$ cat config.mk
export PLATFORM = sky130hd
export DESIGN_NAME = aes_mix_one_column
export DESIGN_NICKNAME = d
export VERILOG_FILES = /design/src/rtl/aes_mix_one_column.sv
export SDC_FILE = /design/constraint.sdc
export NUM_CORES = 1
export LEC_CHECK = 0
export BUFFER_PORTS_ARGS = -buffer_cell sky130_fd_sc_hd__buf_2
export CORE_MARGIN = 8
export CORE_UTILIZATION = 56
export CTS_CLUSTER_DIAMETER = 120
export CTS_CLUSTER_SIZE = 30
export DETAILED_ROUTE_END_ITERATION = 7
export PLACE_DENSITY = 0.82
export SYNTH_ARGS = -nofsm -noshare
export SYNTH_HDL_FRONTEND = slang
export SYNTH_SLANG_ARGS = --single-unit
export TNS_END_PERCENT = 1
$ cat constraint.sdc
create_clock -name clk -period 0.8 [get_ports clk]
set_input_delay 0.08 -clock clk [delete_from_list [all_inputs] [get_ports clk]]
set_output_delay 0.08 -clock clk [all_outputs]
set_load 0.005 [all_outputs]
$ cat src/rtl/aes_mix_one_column.sv
// Registered AES MixColumns / InvMixColumns for one 4-byte state column.
// One-cycle latency; out_valid is in_valid delayed by one clock.
module aes_mix_one_column (
  input  logic        clk,
  input  logic        rst_n,
  input  logic        in_valid,
  input  logic        inverse,
  input  logic [31:0] column,
  output logic        out_valid,
  output logic [31:0] mixed_column
);

  logic [7:0]  a0_s, a1_s, a2_s, a3_s;
  logic [31:0] mixed_s;
  logic [31:0] mixed_r;
  logic        valid_r;

  // GF(2^8) doubling modulo x^8+x^4+x^3+x+1
  function automatic logic [7:0] xtime(input logic [7:0] b);
    logic [7:0] red;
    red = b[7] ? 8'h1b : 8'h00;
    return {b[6:0], 1'b0} ^ red;
  endfunction

  // Per-byte mixer; b0 is the byte on the output's own row, b1..b3 follow it cyclically.
  // The inverse matrix equals the forward one plus 4*(b0^b2) plus 8*(b0^b1^b2^b3),
  // so the inverse reuses the forward sum instead of building four full multiplies.
  function automatic logic [7:0] mix_byte(
    input logic [7:0] b0,
    input logic [7:0] b1,
    input logic [7:0] b2,
    input logic [7:0] b3,
    input logic       inv
  );
    logic [7:0] fwd;
    logic [7:0] x4;
    logic [7:0] x8;
    fwd = xtime(b0) ^ xtime(b1) ^ b1 ^ b2 ^ b3;
    x4  = xtime(xtime(b0 ^ b2));
    x8  = xtime(xtime(xtime(b0 ^ b1 ^ b2 ^ b3)));
    return inv ? (fwd ^ x4 ^ x8) : fwd;
  endfunction

  assign a0_s = column[31:24];
  assign a1_s = column[23:16];
  assign a2_s = column[15:8];
  assign a3_s = column[7:0];

  // Same byte circuit on each rotation of the input column
  always_comb begin
    mixed_s = {mix_byte(a0_s, a1_s, a2_s, a3_s, inverse),
               mix_byte(a1_s, a2_s, a3_s, a0_s, inverse),
               mix_byte(a2_s, a3_s, a0_s, a1_s, inverse),
               mix_byte(a3_s, a0_s, a1_s, a2_s, inverse)};
  end

  // Output registers; result held between valid inputs
  always_ff @(posedge clk or negedge rst_n) begin
    if (!rst_n) begin
      valid_r <= 1'b0;
      mixed_r <= 32'h0000_0000;
    end else begin
      valid_r <= in_valid;
      if (in_valid) begin
        mixed_r <= mixed_s;
      end
    end
  end

  assign out_valid    = valid_r;
  assign mixed_column = mixed_r;

endmodule

Yosys cells after proc, flatten, opt, wreduce, memory -nomap -nowiden. Cells that the tools add are included.

Add/sub/neg operators: 0. Multipliers: 0. Divide/modulo/power cells: 0. Order comparisons: 0. Equality and inequality tests: 0. Shifts and indexed selects: 0. Muxes and demuxes: 24. Bitwise gates (word level): 58. Reduce and logical (&&, ||, !) cells: 0.

Operators by type and width (count): $xor A8 B8 Y8 (38); $xor A8 B5 Y8 (20); $mux W5 (20); $mux W8 (4).

Bits in registers: 33. Latch bits: 0. Bits in writable memories: 0. ROM bits: 0. Bits of input ports: 36. Logic and storage cells: 84. Memories kept: 0.

Depth between registers and ports, before layout.
Depth after elaboration: 11. Depth in mapped cells: 7. Gate-level depth less buffers: 6.

Least setup slack after synthesis. OpenSTA, ideal clock, no wires.

Path type: in2reg. Start: input column[7]. End: register mixed_r[14] (netlist: mixed_column[14]). Setup time: 0.137 ns. Data arrival time: 1.703 ns. Path slack: -1.039 ns. Cell stages on the path: 7. Buffers on the path: 1. Cells stage by stage: buf_2 -> xor2_2 -> xnor3_1 -> xnor3_1 -> and2_2 -> xnor2_1 -> a21oi_1.

Cells in the longest elaborated chain, start to end: 9.

RTL lines: from (decl) (line 8) `input logic [31:0] column,`; $xor A8 B8 Y8 (3 in a row) (line 40) `x8 = xtime(xtime(xtime(b0 ^ b1 ^ b2 ^ b3)));`; $mux W5 (line 21) `red = b[7] ? 8'h1b : 8'h00;`; $xor A8 B5 Y8 (3 in a row) (line 22) `return {b[6:0], 1'b0} ^ red;`; $xor A8 B8 Y8 (line 41) `return inv ? (fwd ^ x4 ^ x8) : fwd;`; $mux W8 (line 41); to (signal assigned) (line 65) `mixed_r <= mixed_s;`; to (decl) (line 15) `logic [31:0] mixed_r;`.

Every way passes these cells. A chain may end at the register's enable or synchronous reset.

Worst setup path after layout.
Start: input column[14]. End: register mixed_r[2] (netlist: mixed_column[2]).

Cells in the longest elaborated chain, start to end: 7.

RTL lines (line): $xor A8 B8 Y8 (40); $xor A8 B5 Y8 (22); $mux W5 (21); $xor A8 B5 Y8 (2 in a row) (22); $xor A8 B8 Y8 (41); $mux W8 (41).

Every way passes these cells.

==> results_dict.tcl <==
set metrics [dict create \
    synth_area_leader_cell "xnor2_1" \
    post-route-period-util_pct 203 \
    busiest_layer "met2" \
    synthCells 319 \
    synthDistinctLibCells 24 \
    hp-start "in_valid" \
    cts_buffer_depth 2 \
    firstDrtPassIters 4 \
    tightest_slew_ns 0.430 \
    cp_max_fo 4 \
    wire_per_inst_um 18.4 \
    yosysSeqAreaShare_pct 25.3 \
    setup_viol 65 \
    grt_setup_unrepaired "true" \
    met3_usage_pct 5.74 \
    r2r_start "mixed_column[29]" \
    clock-sinks 33 \
    peakVddDrop_uv 1580 \
    dp_cells 505 \
    layout-drive-gt1-share_pct 46.5 \
    synth_xor_area_share_pct 57.2 \
    crit_start "column[14]" \
    syn_avg_cell_area_um2 10.2 \
    die_h_um 92.3 \
    finalMaxSlewViolations 0 \
    placed_area_mm2 0.00414 \
    gp_congestion 0.896 \
    post-route-min-period_ns 1.62 \
    finClkSkew_ns 0 \
    drtAntennaViolNets 0 \
    path_clk_slew_ns 0.07 \
    synth_compound_area_share_pct 6.37 \
    outcome "finished, violations left" \
    grt_pass1_vias 2850 \
    io_buffers 68 \
    final_common_cell "xnor2_1" \
    clock_latency_ns 0.29 \
    ys_top_cells_by_area "xnor2_1 (29%), dfrtp_1 (25%), xnor3_1 (12%), xor2_1 (7.8%), a21oi_1 (4.6%)" \
    drv_cap 0 \
    cts_tree "done" \
    core_mm2 0.00578 \
    crit_required_ns 1.02 \
    die_w_um 92.3 \
    finalHoldViolCount 0 \
    root_buffer "clkbuf_8" \
    drtIter0Drc 133 \
    htreeDepth 2 \
    hp-class "in -> reg" \
    grt_util_met2_pct 39.6 \
    power.density_mw_per_mm2 2400 \
    fin_setup_tns_ns -24.61 \
    dp_hpwl_um 6800 \
    synth_top_family_by_area "XOR/XNOR gates" \
    io_pins 69 \
    reg2reg_slack_ns 0.07 \
    drc 0 \
    synth_top_area_share_pct 29.3 \
    vias 2680 \
    initial_core_util_pct 56.4 \
    arrival_ns 1.84 \
    ys_warn_count 0 \
    path_class "in -> reg" \
    synthAdderAreaFrac_pct 0 \
    synth_seq_cells 33 \
    muxShareOfSynthArea_pct 0 \
    fin_nets 476 \
    gr-total-overflow 0 \
    antenna_cells 0 \
    grt_max_degree 34 \
    grtUsageTotal_pct 22.7 \
    rows 28 \
    syn_area_mm2 0.00326 \
    vias_per_cell 5.19 \
    final_area_mm2 0.00460 \
    endpoint_kind "register" \
    area_growth_pct 41.0 \
    p_leak_uw 0.00217 \
    max_freq_ghz 0.616 \
    violations "negative setup slack" \
    cts_buffers 5 \
    grt_pass1_wl_um 15000 \
    synth_simple_gate_area_share_pct 6.90 \
    antenna_found_initial 0 \
    use_met1_pct 26.0 \
    layout_common_cells "xnor2_1 (84), buf_4 (69), buf_2 (60), dfrtp_1 (33), xnor2_2 (29)" \
    final_cells 516 \
    dieArea_mm2 0.00852 \
    setup_ws_ns -0.823 \
    worst_setup_path_start_kind "input port" \
    synthesis.nets 355 \
    wl_um 9520 \
    relSlewSlack_pct 71.1 \
]
## synth_stat cells (all sizes together)
cell type / n
a21oi: 30
xnor2: 117
clkbuf: 19
and3: 4
a21o: 2
nand3: 2
dfrtp: 33
o31ai: 4
inv: 1
and2: 5
xnor3: 20
a31oi: 2
xor2: 30
buf: 9
xor3: 1
nand2: 12
nor2: 28
## where the power goes
group          total [µW]  switching (µW)  internal, µW
clock network        1410             630           777
logic                6930            3230          3700
registers            2710             377          2330
## sequential cells by signal, indices dropped and copies added (netlist names)
signal,flops
out_valid,1
mixed_column,32
## metrics by stage
stage               hold WS [ns]  utilization [%]  power (µW)  setup WS [ns]
floorplan                 -0.216                -        6600          -1.01
global placement          0.0441             71.6        8420          -1.09
detailed placement        0.0477             71.6        8670          -1.18
CTS                        0.147             78.2       10700         -0.766
global route               0.150             79.6       11700         -0.870
finish                     0.147             79.6       11000         -0.823
## cell families after synthesis
family,Yosys count
buffers and inverters,29
AND/OR/NAND/NOR,51
flip-flops,33
XOR/XNOR,168
AO/OA/AOI/OAI,38
## final cells by class
type / instances / area (µm²)
multi-input cells: 257 / 2580
repair buffers: 142 / 992
inverters: 1 / 3.75
clock inverters: 1 / 5.00
fillers: 323 / 1180
well taps: 75 / 93.8
clock buffers: 7 / 96.3
flip-flops and latches: 33 / 826
## routing by layer
metal	routed length, µm	vias up
li1	-	1250
met1	3620	1299
met2	4960	111
met3	736	20
met4	205	0
met5	0	-
## worst max-delay path, cell delays in order
cell     delay (ns)
buf_8          0.10
xnor2_4        0.18
xnor3_2        0.57
xnor2_1        0.25
and2_4         0.20
xnor3_1        0.29
a21oi_1        0.17
## what timing repair did
item,in CTS,in global routing
hold endpoints to repair,33,0
pin swaps,52,9
gates resized for setup,53,11
endpoints found under the setup margin,65,65
hold buffers,1,0
buffers inserted,2,0
## path summary, 6_finish.rpt
kind                            cells past startpoint          endpoint
worst max-delay path                                7   mixed_column[2]
worst min-delay path                                2         out_valid
worst max register to register                      2  mixed_column[29]
worst min register to register                      2  mixed_column[21]
max in group asynchronous                           3  mixed_column[10]
min in group asynchronous                           3   mixed_column[5]
Note: power is estimated with default switching activity, not from simulation.
